## config.mk

```make
export PLATFORM = sky130hd
export DESIGN_NAME = grant_decoder_fsm_flat
export DESIGN_NICKNAME = d
export VERILOG_FILES = /design/src/rtl/grant_decoder_fsm_pkg.sv /design/src/rtl/grant_decoder_fsm_if.sv /design/src/rtl/grant_decoder_fsm_hold_timer.sv /design/src/rtl/grant_decoder_fsm.sv /design/src/flat_wrapper.sv
export SDC_FILE = /design/constraint.sdc
export NUM_CORES = 1
export LEC_CHECK = 0
export BUFFER_PORTS_ARGS = -buffer_cell sky130_fd_sc_hd__buf_4
export CORE_AREA = 2 2 39 41
export DETAILED_ROUTE_END_ITERATION = 7
export DIE_AREA = 0 0 41 43
export PLACE_DENSITY_LB_ADDON = 0.15
export SETUP_SLACK_MARGIN = 0.05
export SKIP_CTS_REPAIR_TIMING = 1
export SKIP_LAST_GASP = 1
export SYNTH_ARGS = -nofsm -noshare
export SYNTH_HDL_FRONTEND = slang
export SYNTH_SLANG_ARGS = --single-unit
```

## constraint.sdc

```tcl
create_clock -name clk -period 1.4 [get_ports clk]
set_input_delay 0.07 -clock clk [delete_from_list [all_inputs] [get_ports clk]]
set_output_delay 0.07 -clock clk [all_outputs]
set_load 0.02 [all_outputs]
```

## src/rtl/grant_decoder_fsm_pkg.sv

```systemverilog
// Shared definitions for the grant decoder and future encoder-side blocks.
package grant_decoder_fsm_pkg;

    localparam int unsigned GD_N        = 4;
    localparam int unsigned GD_IDXW     = 2;
    localparam int unsigned GD_HOLD_MAX = 7;

    // 2'd3 is illegal and recovers to IDLE
    typedef enum logic [1:0] {
        ST_IDLE    = 2'd0,
        ST_GRANT   = 2'd1,
        ST_RELEASE = 2'd2
    } gd_state_e;

    typedef struct packed {
        logic timeout;
        logic err;
    } gd_pulse_t;

endpackage

```

## src/rtl/grant_decoder_fsm_if.sv

```systemverilog
// Index/grant handshake between priority encoder, decoder and consumer.
interface grant_decoder_fsm_if #(
    parameter int unsigned N    = 4,
    parameter int unsigned IDXW = 2
);
    logic            idx_valid;
    logic [IDXW-1:0] idx;
    logic            idx_ready;
    logic            done;
    logic [N-1:0]    grant;
    logic            grant_valid;
    logic            timeout;
    logic            err;

    modport master (
        output idx_valid, idx, done,
        input  idx_ready, grant, grant_valid, timeout, err
    );

    modport slave (
        input  idx_valid, idx, done,
        output idx_ready, grant, grant_valid, timeout, err
    );
endinterface

```

## src/rtl/grant_decoder_fsm_hold_timer.sv

```systemverilog
// Saturating hold counter; expire flags the last permitted grant cycle.
module hold_timer #(
    parameter int unsigned HOLD_MAX = 7
) (
    input  logic clk,
    input  logic rst_n,
    input  logic clr,
    input  logic en,
    output logic expire
);
    localparam int unsigned CW = (HOLD_MAX > 1) ? $clog2(HOLD_MAX) : 1;
    localparam logic [CW-1:0] LAST = CW'(HOLD_MAX - 1);

    logic [CW-1:0] cnt_q;
    logic [CW-1:0] cnt_d;

    always_comb begin
        cnt_d = cnt_q;
        if (clr) begin
            cnt_d = '0;
        end else if (en && (cnt_q != LAST)) begin
            cnt_d = cnt_q + CW'(1);
        end
    end

    always_ff @(posedge clk or negedge rst_n) begin
        if (!rst_n) begin
            cnt_q <= '0;
        end else begin
            cnt_q <= cnt_d;
        end
    end

    assign expire = en && (cnt_q == LAST);

endmodule

```

## src/rtl/grant_decoder_fsm.sv

```systemverilog
// Handshaked index-to-one-hot grant decoder with hold timeout and
// a mandatory dead cycle between grants.
module grant_decoder_fsm
    import grant_decoder_fsm_pkg::*;
#(
    parameter int unsigned N        = GD_N,
    parameter int unsigned IDXW     = GD_IDXW,
    parameter int unsigned HOLD_MAX = GD_HOLD_MAX
) (
    input  logic                  clk,
    input  logic                  rst_n,
    grant_decoder_fsm_if.slave    bus
);
    gd_state_e state_q, state_d;
    logic [N-1:0] grant_q, grant_d;
    logic         grant_valid_q, grant_valid_d;
    gd_pulse_t    pulse_q, pulse_d;
    logic         tmr_clr;
    logic         tmr_en;
    logic         tmr_expire;

    hold_timer #(
        .HOLD_MAX (HOLD_MAX)
    ) u_hold_timer (
        .clk    (clk),
        .rst_n  (rst_n),
        .clr    (tmr_clr),
        .en     (tmr_en),
        .expire (tmr_expire)
    );

    always_comb begin
        state_d       = state_q;
        grant_d       = grant_q;
        grant_valid_d = grant_valid_q;
        pulse_d       = '0;
        tmr_clr       = 1'b1;
        tmr_en        = 1'b0;
        unique case (state_q)
            ST_IDLE: begin
                grant_d       = '0;
                grant_valid_d = 1'b0;
                if (bus.idx_valid) begin
                    if (32'(bus.idx) < N) begin
                        grant_d       = N'(1) << bus.idx;
                        grant_valid_d = 1'b1;
                        state_d       = ST_GRANT;
                    end else begin
                        pulse_d.err = 1'b1;
                    end
                end
            end
            ST_GRANT: begin
                tmr_clr = 1'b0;
                tmr_en  = 1'b1;
                // done has priority over a coincident timer expiry
                if (bus.done || tmr_expire) begin
                    grant_d         = '0;
                    grant_valid_d   = 1'b0;
                    pulse_d.timeout = !bus.done;
                    state_d         = ST_RELEASE;
                end
            end
            ST_RELEASE: begin
                grant_d       = '0;
                grant_valid_d = 1'b0;
                state_d       = ST_IDLE;
            end
            default: begin
                grant_d       = '0;
                grant_valid_d = 1'b0;
                state_d       = ST_IDLE;
            end
        endcase
    end

    always_ff @(posedge clk or negedge rst_n) begin
        if (!rst_n) begin
            state_q       <= ST_IDLE;
            grant_q       <= '0;
            grant_valid_q <= 1'b0;
            pulse_q       <= '0;
        end else begin
            state_q       <= state_d;
            grant_q       <= grant_d;
            grant_valid_q <= grant_valid_d;
            pulse_q       <= pulse_d;
        end
    end

    assign bus.idx_ready   = (state_q == ST_IDLE);
    assign bus.grant       = grant_q;
    assign bus.grant_valid = grant_valid_q;
    assign bus.timeout     = pulse_q.timeout;
    assign bus.err         = pulse_q.err;

endmodule

```

## src/flat_wrapper.sv

```systemverilog
// flat-port wrapper written by rule: the top's interface ports become plain ports
module grant_decoder_fsm_flat import grant_decoder_fsm_pkg::*;
#(
    parameter int unsigned N        = GD_N,
    parameter int unsigned IDXW     = GD_IDXW,
    parameter int unsigned HOLD_MAX = GD_HOLD_MAX
)
  (clk, rst_n, bus_idx_valid, bus_idx, bus_done, bus_idx_ready, bus_grant, bus_grant_valid, bus_timeout, bus_err);
  grant_decoder_fsm_if #(.N(N), .IDXW(IDXW)) bus_i ();
  input  logic clk;
  input  logic rst_n;
  input wire logic [$bits(bus_i.idx_valid)-1:0] bus_idx_valid;
  input wire logic [$bits(bus_i.idx)-1:0] bus_idx;
  input wire logic [$bits(bus_i.done)-1:0] bus_done;
  output wire logic [$bits(bus_i.idx_ready)-1:0] bus_idx_ready;
  output wire logic [$bits(bus_i.grant)-1:0] bus_grant;
  output wire logic [$bits(bus_i.grant_valid)-1:0] bus_grant_valid;
  output wire logic [$bits(bus_i.timeout)-1:0] bus_timeout;
  output wire logic [$bits(bus_i.err)-1:0] bus_err;
  assign bus_i.idx_valid = bus_idx_valid;
  assign bus_i.idx = bus_idx;
  assign bus_i.done = bus_done;
  assign bus_idx_ready = bus_i.idx_ready;
  assign bus_grant = bus_i.grant;
  assign bus_grant_valid = bus_i.grant_valid;
  assign bus_timeout = bus_i.timeout;
  assign bus_err = bus_i.err;
  grant_decoder_fsm #(.N(N), .IDXW(IDXW), .HOLD_MAX(HOLD_MAX)) u_core (.clk(clk), .rst_n(rst_n), .bus(bus_i));
endmodule
```

# Yosys cells after proc, flatten, opt, wreduce, memory -nomap -nowiden
# Cells that the tools add are included.
[op_classes]
n_reduce_logical = 6
muxes = 14
addsub = 1
eq_ne = 6
n_shift = 1
[op_table]
columns = ["cell", "n"]
rows = [
  ["2-to-1 mux 4 bit", 2],
  ["case mux 4 bit (2 select lines)", 1],
  ["2-to-1 mux 3 bit", 2],
  ["2-to-1 mux 1 bit", 5],
  ["2-to-1 mux 2 bit", 2],
  ["!= test 2 bit (second input constant)", 2],
  ["case mux 2 bit (2 select lines)", 1],
  ["left shift 1 x 2 -> 4 bit (first input constant)", 1],
  ["adder 3 x 1 -> 3 bit (second input constant)", 1],
  ["== test 3 bit (second input constant)", 1],
  ["!= test 3 bit (second input constant)", 1],
  ["== test 2 x 1 -> 1 bit (second input constant)", 1],
  ["logical AND 1 bit", 2],
  ["zero test 2 bit", 1],
  ["!= test 2 x 1 -> 1 bit (second input constant)", 1],
  ["case mux 1 bit (2 select lines)", 1],
  ["AND reduction 2 bit", 1],
  ["zero test 1 bit", 1],
  ["logical OR 1 bit", 1],
]
[word_totals]
wordCells = 33
register_bits = 11
out_inout_bits = 8
input_bits = 6

# Logic depth before layout (Yosys ltp)
# Gate-level depths: netlist (run 1).
[logic_depth]
ltp_word = 6
depth_mapped = 4
mapped_depth_nobuf = 4

# Hierarchy
# A second synthesis (run 1) with hierarchy kept.
[unflattened]
cells_unflattened = 43
hier_area_um2 = 543.0
[modules_own_cells]
columns = ["mod", "seq_area_each_um2", "cells_per_inst", "instances", "area_per_inst_um2"]
rows = [
  ["grant_decoder_fsm", 200.2, 26, 1, 337.8],
  ["hold_timer", 75.1, 17, 1, 205.2],
]

# Least setup slack after synthesis (run 1)
# No wires, ideal clock.
[synth_path]
kind = "reg2reg"
startpoint = "register u_core.u_hold_timer.cnt_q[0]"
endpoint = "register u_core.grant_q[0] (netlist: u_core.bus.grant[0])"
setup_slack_ps = 213
t_required_ps = 1278
arrival_time_ps = 1066
setup_time_ps = 122
stages_incl_launch_ff = 5
synth_period_minus_slack_ps = 1187
path_buffers = 0
path_cell_list = "dfrtp_1 inv_1 ha_1 nand2_1 a32o_1"
[synth_via]
elab_chain_cells = 4
[synth_rtl]
columns = ["element", "line_no", "text"]
rows = [
  ["from (decl)", "grant_decoder_fsm_hold_timer.sv:14", "logic [CW-1:0] cnt_q;"],
  ["from (signal assigned)", "grant_decoder_fsm_hold_timer.sv:30", "cnt_q <= cnt_d;"],
  ["== test 3 bit", "grant_decoder_fsm_hold_timer.sv:34", "assign expire = en && (cnt_q == LAST);"],
  ["logical AND 1 bit", "grant_decoder_fsm_hold_timer.sv:34", ""],
  ["logical OR 1 bit", "grant_decoder_fsm.sv:57", "if (bus.done || tmr_expire) begin"],
  ["!= test 2 x 1 -> 1 bit (no line)", "--", ""],
  ["to (signal assigned)", "grant_decoder_fsm.sv:85", "grant_q <= grant_d;"],
  ["to (decl)", "grant_decoder_fsm.sv:15", "logic [N-1:0] grant_q, grant_d;"],
]
# Every way passes these cells.
# A chain may end at the register's enable or synchronous reset.

# Worst setup path after layout (run 1)
[layout_path]
startpoint = "register u_core.u_hold_timer.cnt_q[0]"
endpoint = "register u_core.u_hold_timer.cnt_q[1]"
[layout_via]
elab_chain_cells = 3
word_cells_on_any_way = 6
cone_classes = "add/sub (1); eq/ne (2); mux (2); reduce/logical (1)"
[layout_rtl]
columns = ["element", "line_no", "text"]
rows = [
  ["adder 3 x 1 -> 3 bit / != test 3 bit (equally long branches)", "grant_decoder_fsm_hold_timer.sv:22, grant_decoder_fsm_hold_timer.sv:21", ""],
  ["2-to-1 mux 3 bit / logical AND 1 bit (equally long branches)", "grant_decoder_fsm_hold_timer.sv:21", "end else if (en && (cnt_q != LAST)) begin"],
  ["2-to-1 mux 3 bit / != test 2 bit (equally long branches)", "--", ""],
]
# Parallel ways exist; a longest one is shown, timed or not. The select of a mux whose other input is x is not followed.

==> results of run 1 <==
==> per-layer routing <==
metal / track usage [%] / routed length [um]
met4: 10.0 / 2
met3: 3.14 / 32
met5: 0 / 0
met2: 21.3 / 563
met1: 15.4 / 430
==> cells in the final DEF (no fill, tap or decap), types with 2 or more instances in the layout <==
cell	n
clkbuf_4	3
inv_1	2
a21oi_1	2
dlygate4sd3_1	2
nor2_1	3
and3b_1	2
buf_4	13
dfrtp_1	11
ha_1	2
a32o_1	5
nor3_1	2
==> layout make-up <==
| type | instances | share of cell area, % |
|---|---|---|
| clock buffer | 4 | 4.02 |
| inverter | 2 | 1.15 |
| multi-input combinational | 26 | 31.6 |
| sequential | 11 | 42.1 |
| tap | 16 | 3.07 |
| timing repair buffer | 15 | 18.0 |
==> kinds of logic after synthesis <==
| kind of cell | share of synthesized area [%] |
|---|---|
| AOI/OAI and AO/OA | 17.0 |
| adders and majority gates | 5.06 |
| buffers and inverters | 3.04 |
| DFF | 55.7 |
| other | 0.759 |
| and+or+nand+nor | 18.5 |
==> through the flow <==
stage / power (uW) / instance area [sq um] / hold slack [ns] / std cells
6_report: 913 / 653 / 0.0404 / 74
5_1_grt: 972 / 653 / 0.0321 / 74
4_1_cts: 919 / 631 / -0.385 / 72
3_5_place_dp: 700 / 604 / -0.0887 / 68
3_3_place_gp: 680 / 604 / -0.0944 / 68
2_1_floorplan: 586 / 494 / -0.226 / 40
==> sequential cells by signal (all words and copies together) (netlist names) <==
register	flops
u_core.bus.grant	4
u_core.u_hold_timer.cnt_q	3
u_core.bus.timeout	1
u_core.bus.grant_valid	1
u_core.state_q	2
==> where the power goes <==
group	internal [uW]	switching, uW
registers	372	51.6
logic	133	145
clock network	110	101
total	615	298
==> worst reg2reg max path, stage by stage (launching register included) <==
cell and delay [ns]:
dfrtp_1 0.39, inv_1 0.07, ha_1 0.22, buf_4 0.16, and3b_1 0.16, a211oi_1 0.17
==> path summary, 6_finish.rpt <==
check,startpoint,to,cells after the start
worst max-delay path,u_core.u_hold_timer.cnt_q[0],u_core.u_hold_timer.cnt_q[1],5
worst max register to register,u_core.u_hold_timer.cnt_q[0],u_core.u_hold_timer.cnt_q[1],5
worst min register to register,u_core.bus.grant[0],u_core.bus.grant[0],1
min in group asynchronous,rst_n,u_core.state_q[1],2
max in group asynchronous,rst_n,u_core.bus.grant[0],2
worst min-delay path,bus_idx[1],u_core.bus.grant[3],2
==> run_results.csv, run 1 <==
group,metric,value,unit
worst_setup_path,crit_buf_inv,2,
grt,grt.total_usage,13.7,%
logic_synthesis,synth.largest_area_cell,"dfrtp_1",
sta,setup_violations,0,
logic_synthesis,ys_top_cells_by_count,"11 x dfrtp_1, 5 x a32o_1, 3 x nor2_1",
grt,grt_max_degree,12,
hold_path,hp-class,"input port to register",
worst_setup_path,end_kind,"register",
sta,fmax,0.800,GHz
worst_setup_path,cp.required,1.58,ns
power,power_leakage,0.000326,uW
detailed_routing,vias,393,
floorplanning,die_x,41,um
floorplanning,start_util,35.7,%
final_layout,area_growth,32.2,%
run,drv_cap,0,
clock_tree,clock_latency,0.27,ns
worst_setup_path,critPathSlowestCell,"dfrtp_1",
logic_synthesis,synthCells,40,
place,place_congestion,0.627,
detailed_routing,drt-vias-per-instance,5.31,
clock_tree,clk_pin_slew,0.06,ns
worst_setup_path,crit_chain,"inv_1 -> ha_1 -> buf_4 -> and3b_1 -> a211oi_1",
final_layout,num-fill-cells,127,
clock_tree,cts_tree,"yes",
floorplanning,core_area,1380,sq um
clock_tree,htree_levels,1,
detailed_routing,ant_nets,0,
power,powerDensity,1400,nW/um^2
worst_setup_path,worstSetupStartpointType,"register",
final_layout,diodes,0,
sta,relSlewSlack,66.3,%
logic_synthesis,synth_warnings,0,
logic_synthesis,ys_types,19,
sta,fin_crit_sh,89.3,%
floorplanning,row_count,14,
power,vdd_drop_max,728,uV
clock_tree,cts_sinks,11,
sta,fin_crit,1.25,ns
place,place_ws,0.133,ns
final_layout,drive_gt1_share,31.0,%
logic_synthesis,syn_avg_cell_area,12.4,sq um
final_layout,nets,67,
logic_synthesis,ys.flop_type,"dfrtp_1",
logic_synthesis,synth_seq_cells,11,
worst_setup_path,cpPeakStageDelay,0.39,ns
sta,rsz0062_at_grt,"no",
final_layout,final_util,47.2,%
detailed_routing,drc,0,
sta,skew,0.00148,ns
sta,slew_viol_final,0,
detailed_routing,drt-pass1-iter-count,4,
floorplanning,ioPinCount,14,
grt,antenna_found_initial,0,
run_status,status,"finished clean",
clock_tree,cts_root_buf,"clkbuf_4",
logic_synthesis,syn_nets,48,
logic_synthesis,yosysMostFrequentCell,"dfrtp_1",
sta,worst_slew_pin_slew,0.498,ns
logic_synthesis,async_flop_share,100,%
detailed_routing,wl,1030,um
worst_setup_path,crit_family,"flip-flops",
final_layout,multi_input_area,206,sq um
grt,grt_overflow,0,
worst_setup_path,crit_type,"register to register",
grt,grt_pass1_wl,1520,um
floorplanning,die_h,43,um
place,portBuffers,12,
logic_synthesis,syn_area,494,sq um
logic_synthesis,synth_seq_area_share,55.7,%
logic_synthesis,yosys-top-cells-area,"dfrtp_1 56%, a32o_1 10%, ha_1 5.1%",
detailed_routing,drt-wirelength-per-cell,13.9,um
detailed_routing,drtIter0Drc,12,
worst_setup_path,crit_fanout,5,
logic_synthesis,synth.top_cell.area_share,55.7,%
final_layout,seq_area,275,sq um
worst_setup_path,r2r_slack,0.15,ns
clock_tree,clockBufferDepth,2,
logic_synthesis,synth_edf_count,0,
clock_tree,cts_buffers,3,
sta,hold_violations,0,
sta,setup_slack,0.150,ns
sta,tns,0,ns
worst_setup_path,cp.arrival,1.43,ns
floorplanning,die_area,1760,sq um
grt,grt_pass1_vias,350,
Note: power is estimated with default switching activity, not from simulation.
==> run 2: changes to the inputs <==
--- a/config.mk
+++ b/config.mk
@@ -9,6 +9,7 @@
 export CORE_AREA = 2 2 39 41
 export DETAILED_ROUTE_END_ITERATION = 7
 export DIE_AREA = 0 0 41 43
+export GPL_TIMING_DRIVEN = 0
 export PLACE_DENSITY_LB_ADDON = 0.15
 export SETUP_SLACK_MARGIN = 0.05
 export SKIP_CTS_REPAIR_TIMING = 1
==> run 2 against run 1 <==
  * Wire length fell by 5.3%
  * Via count fell by 5.1%
  * Worst setup slack lost 0.036 ns
  * Clock skew grew 0.0046 ns
  * Highest routed layer is now met3
  * Critical endpoint is now u_core.bus.grant[1]
  * Critical path depth is 1 lower
  * Non-clock buffer count unchanged
  * Combinational power shrank 6%
  * Count of clock-buffer cells in the layout is 1 lower
==> run_results.csv, run 2 (same netlist as run 1, synthesis figures left out) <==
group,metric,value,unit
clock_tree,clock_latency,0.26,ns
worst_setup_path,r2r_slack,0.11,ns
sta,slew_viol_final,0,
floorplanning,row_count,14,
place,portBuffers,12,
worst_setup_path,cp.required,1.55,ns
floorplanning,die_area,1760,sq um
floorplanning,die_h,43,um
sta,tns,0,ns
final_layout,nets,67,
power,vdd_drop_max,662,uV
worst_setup_path,rr_startpoint,"u_core.u_hold_timer.cnt_q[0]",
sta,fmax,0.778,GHz
hold_path,hold-path-cell-count,2,
detailed_routing,vias,373,
place,place_ws,0.0354,ns
power,powerDensity,1370,nW/um^2
clock_tree,cts_tree,"yes",
sta,setup_violations,0,
sta,hold_ws,0.0409,ns
hold_path,holdPathEnd,"u_core.bus.grant[3]",
clock_tree,htree_levels,1,
run,drv_cap,0,
sta,hold_violations,0,
grt,grt_overflow,0,
floorplanning,ioPinCount,14,
final_layout,drive_gt1_share,32.8,%
clock_tree,cts_root_buf,"clkbuf_4",
grt,grt_pass1_wl,1540,um
worst_setup_path,worstSetupStartpointType,"register",
sta,skew,0.00609,ns
final_layout,final_cell_mix,"13 x buf_4, 11 x dfrtp_1, 5 x a32o_1",
worst_setup_path,cp.arrival,1.44,ns
hold_path,hp-start,"bus_idx[1]",
detailed_routing,drt-wirelength-per-cell,13.2,um
worst_setup_path,crit_type,"register to register",
final_layout,largest_register_ffs,4,
detailed_routing,drt-pass1-iter-count,4,
clock_tree,clockBufferDepth,2,
final_layout,area_growth,32.4,%
worst_setup_path,r2r_cells,4,
detailed_routing,wl,974,um
floorplanning,start_util,35.7,%
sta,fin_crit_sh,91.9,%
detailed_routing,ant_nets,0,
detailed_routing,drc,0,
sta,setup_slack,0.114,ns
sta,fin_crit,1.29,ns
floorplanning,die_x,41,um
worst_setup_path,r2r-end,"u_core.bus.grant[1]",
power,power_leakage,0.000328,uW
grt,antenna_found_initial,0,
floorplanning,core_area,1380,sq um
grt,grt_pass1_vias,366,
grt,grt.total_usage,13.3,%
place,place_congestion,0.622,
detailed_routing,drt-vias-per-instance,5.04,
detailed_routing,drtIter0Drc,4,
clock_tree,cts_sinks,11,
final_layout,final_common_cell,"buf_4",
clock_tree,clk_pin_slew,0.07,ns
hold_path,hp-class,"input port to register",
run_status,status,"finished clean",
final_layout,diodes,0,
place,hpwl,784,um
grt,grt_max_degree,12,
worst_setup_path,crit_fanout,8,
worst_setup_path,end_kind,"register",
sta,rsz0062_at_grt,"no",
clock_tree,cts_buffers,3,
power,p_total,895,uW
run 2: worst max path at each step:
stage	start	endpoint	slack, ns	cells after the start
after detailed placement	u_core.u_hold_timer.cnt_q[0]	u_core.bus.grant[1]	0.04	4
after global routing	u_core.u_hold_timer.cnt_q[0]	u_core.bus.grant[1]	0.06	4
after CTS	u_core.u_hold_timer.cnt_q[0]	u_core.bus.grant[1]	0.02	4
final	u_core.u_hold_timer.cnt_q[0]	u_core.bus.grant[1]	0.11	4
after global placement	u_core.u_hold_timer.cnt_q[0]	u_core.bus.grant_valid	0.11	4
after floorplan	u_core.u_hold_timer.cnt_q[0]	u_core.bus.grant[0]	0.21	4
run 2: critical path, stage by stage (launching register included):
cell     delay [ns]
dfrtp_1        0.41
inv_1          0.07
ha_1           0.25
nand2_2        0.15
a32o_1         0.29
run 2: stage by stage:
stage | util (%) | instance area [sq um] | cells
2_1_floorplan | - | 494 | 40
3_3_place_gp | 43.7 | 604 | 68
3_5_place_dp | 43.7 | 604 | 68
4_1_cts | 45.7 | 632 | 72
5_1_grt | 47.3 | 654 | 74
6_report | 47.3 | 654 | 74
run 2: final cells by class:
| cell class | count | area (sq um) |
|---|---|---|
| timing repair buffer | 14 | 110 |
| fill | 132 | 729 |
| clock buffer | 3 | 22.5 |
| buffer | 1 | 7.51 |
| clock inverter | 1 | 5.00 |
| multi-input combinational | 26 | 206 |
| inverter | 2 | 7.51 |
| tap | 16 | 20.0 |
| sequential | 11 | 275 |
run 2: layer usage:
layer	GRT usage, %	vias up	wire length (um)
met5	0	-	0
met1	14.7	182	363
met3	4.71	0	36
met4	6.00	0	0
li1	-	185	-
met2	21.6	6	574
run 2: where the power goes:
part / total, uW / internal (uW) / leakage [uW] / switching [uW]
combinational: 262 / 125 / 0.000163 / 137
clock: 207 / 105 / 0.0000177 / 102
sequential: 426 / 371 / 0.000147 / 54.1
total: 895 / 602 / 0.000328 / 293
==> run 3: changes to the inputs <==
--- a/config.mk
+++ b/config.mk
@@ -10,7 +10,6 @@
 export DETAILED_ROUTE_END_ITERATION = 7
 export DIE_AREA = 0 0 41 43
 export GPL_TIMING_DRIVEN = 0
-export PLACE_DENSITY_LB_ADDON = 0.15
 export SETUP_SLACK_MARGIN = 0.05
 export SKIP_CTS_REPAIR_TIMING = 1
 export SKIP_LAST_GASP = 1
==> run 3 against run 2 <==
  * The flow now finishes with violations (hold timing)
  * Worst setup slack improved by 0.042 ns
  * Wire length decreased by 1.6%
  * Global-route usage increased by 0.34 points
  * First-iteration DRC count increased by 75%
  * Clock power about the same
  * Flip-flop and latch count unchanged
==> run_results.csv, run 3 (same netlist as run 1, synthesis figures left out) <==
group,metric,value,unit
place,hpwl,705,um
place,place_ws,0.0507,ns
detailed_routing,drt-vias-per-instance,5.34,
sta,setup_slack,0.156,ns
final_layout,diodes,0,
worst_setup_path,r2r-end,"u_core.bus.grant[3]",
hold_path,hp-start,"bus_done",
sta,skew,0.000821,ns
final_layout,num-fill-cells,134,
power,vdd_drop_max,695,uV
power,powerDensity,1390,nW/um^2
worst_setup_path,cp.arrival,1.39,ns
final_layout,final_cell_mix,"13 x buf_4, 11 x dfrtp_1, 5 x a32o_1",
detailed_routing,drt-pass1-iter-count,4,
clock_tree,clock_latency,0.26,ns
final_layout,largest_register_ffs,4,
hold_path,hp-class,"input port to register",
clock_tree,htree_levels,1,
detailed_routing,wl,958,um
detailed_routing,drc,0,
clock_tree,cts_tree,"yes",
worst_setup_path,rr_startpoint,"u_core.u_hold_timer.cnt_q[0]",
sta,rsz0062_at_grt,"no",
floorplanning,die_area,1760,sq um
worst_setup_path,r2r_cells,4,
worst_setup_path,cp.required,1.55,ns
grt,antenna_found_initial,0,
sta,tns,0,ns
grt,grt.total_usage,13.6,%
detailed_routing,drtIter0Drc,7,
run_status,violations,"hold timing",
run_status,status,"finished with violations",
hold_path,hold-path-cell-count,2,
power,power_leakage,0.000320,uW
place,portBuffers,12,
clock_tree,cts_buffers,3,
sta,fin_crit_sh,88.8,%
clock_tree,clockBufferDepth,2,
floorplanning,die_x,41,um
floorplanning,start_util,35.7,%
floorplanning,ioPinCount,14,
final_layout,final_common_cell,"buf_4",
hold_path,holdPathEnd,"u_core.bus.timeout",
clock_tree,clk_pin_slew,0.07,ns
grt,grt_overflow,0,
sta,setup_violations,0,
worst_setup_path,crit_fanout,8,
sta,fmax,0.804,GHz
floorplanning,core_area,1380,sq um
sta,slew_viol_final,0,
sta,hold_violations,1,
final_layout,nets,66,
detailed_routing,met1_length,429,um
detailed_routing,met3_length,64,um
run,drv_cap,0,
floorplanning,die_h,43,um
grt,grt_pass1_vias,380,
detailed_routing,drt-wirelength-per-cell,13.1,um
worst_setup_path,r2r_slack,0.16,ns
clock_tree,cts_root_buf,"clkbuf_4",
sta,hold_ws,-0.000448,ns
detailed_routing,vias,390,
grt,grt_pass1_wl,1600,um
worst_setup_path,worstSetupStartpointType,"register",
worst_setup_path,end_kind,"register",
grt,grt_max_degree,12,
clock_tree,cts_sinks,11,
final_layout,final_util,46.7,%
sta,fin_crit,1.24,ns
final_layout,drive_gt1_share,33.3,%
detailed_routing,ant_nets,0,
place,place_congestion,0.713,
final_layout,area_growth,30.6,%
detailed_routing,wl_met2,460,um
worst_setup_path,crit_type,"register to register",
detailed_routing,maxUsedRoutingLayer,"met4",
floorplanning,row_count,14,
## run 3: changes by cell type in the layout (fill, tap and decap cells not counted), sizes merged
| cell | previous run | this run |
|---|---|---|
| dlygate4sd3 | 2 | 1 |
| clkinv | 1 | 0 |
| clkbuf | 3 | 4 |
## run 3: how the worst max path moves through the flow
stage,startpoint,end,slack [ns]
floorplan,u_core.u_hold_timer.cnt_q[0],u_core.bus.grant[0],0.21
global placement,u_core.u_hold_timer.cnt_q[0],u_core.bus.grant[0],0.06
detailed placement,u_core.u_hold_timer.cnt_q[0],u_core.bus.grant_valid,0.05
CTS,u_core.u_hold_timer.cnt_q[0],u_core.bus.grant[1],0.04
global route,u_core.u_hold_timer.cnt_q[0],u_core.u_hold_timer.cnt_q[1],0.07
finish,u_core.u_hold_timer.cnt_q[0],u_core.bus.grant[3],0.16
## run 3: area by class of cell
cell class	count	area (sq um)	share of cell area, %
sequential	11	275	42.6
tap	16	20.0	3.10
buffer	1	7.51	1.16
clock buffer	4	26.3	4.07
multi-input combinational	26	209	32.4
inverter	2	7.51	1.16
timing repair buffer	13	100	15.5
## run 3: worst max-delay path, stage by stage, from the launching register on
cell and delay, ns:
dfrtp_1 0.41, inv_1 0.07, ha_2 0.23, nand2_2 0.13, a32o_1 0.28
## run 3: through the flow
stage	total power (uW)	instance area, sq um	cells
after global routing	960	646	73
after floorplan	586	494	40
final	899	646	73
after detailed placement	689	604	68
after global placement	680	604	68
after CTS	905	631	72
## run 3: power by group
group | total [uW] | switching [uW] | internal [uW]
Combinational | 266 | 139 | 127
Sequential | 425 | 53.2 | 371
Clock | 209 | 98.9 | 110
## run 3: per-layer routing
layer	vias up	track usage (%)
li1	183	-
met1	196	18.1
met2	9	19.1
met3	2	3.66
met4	0	8.00
met5	-	0
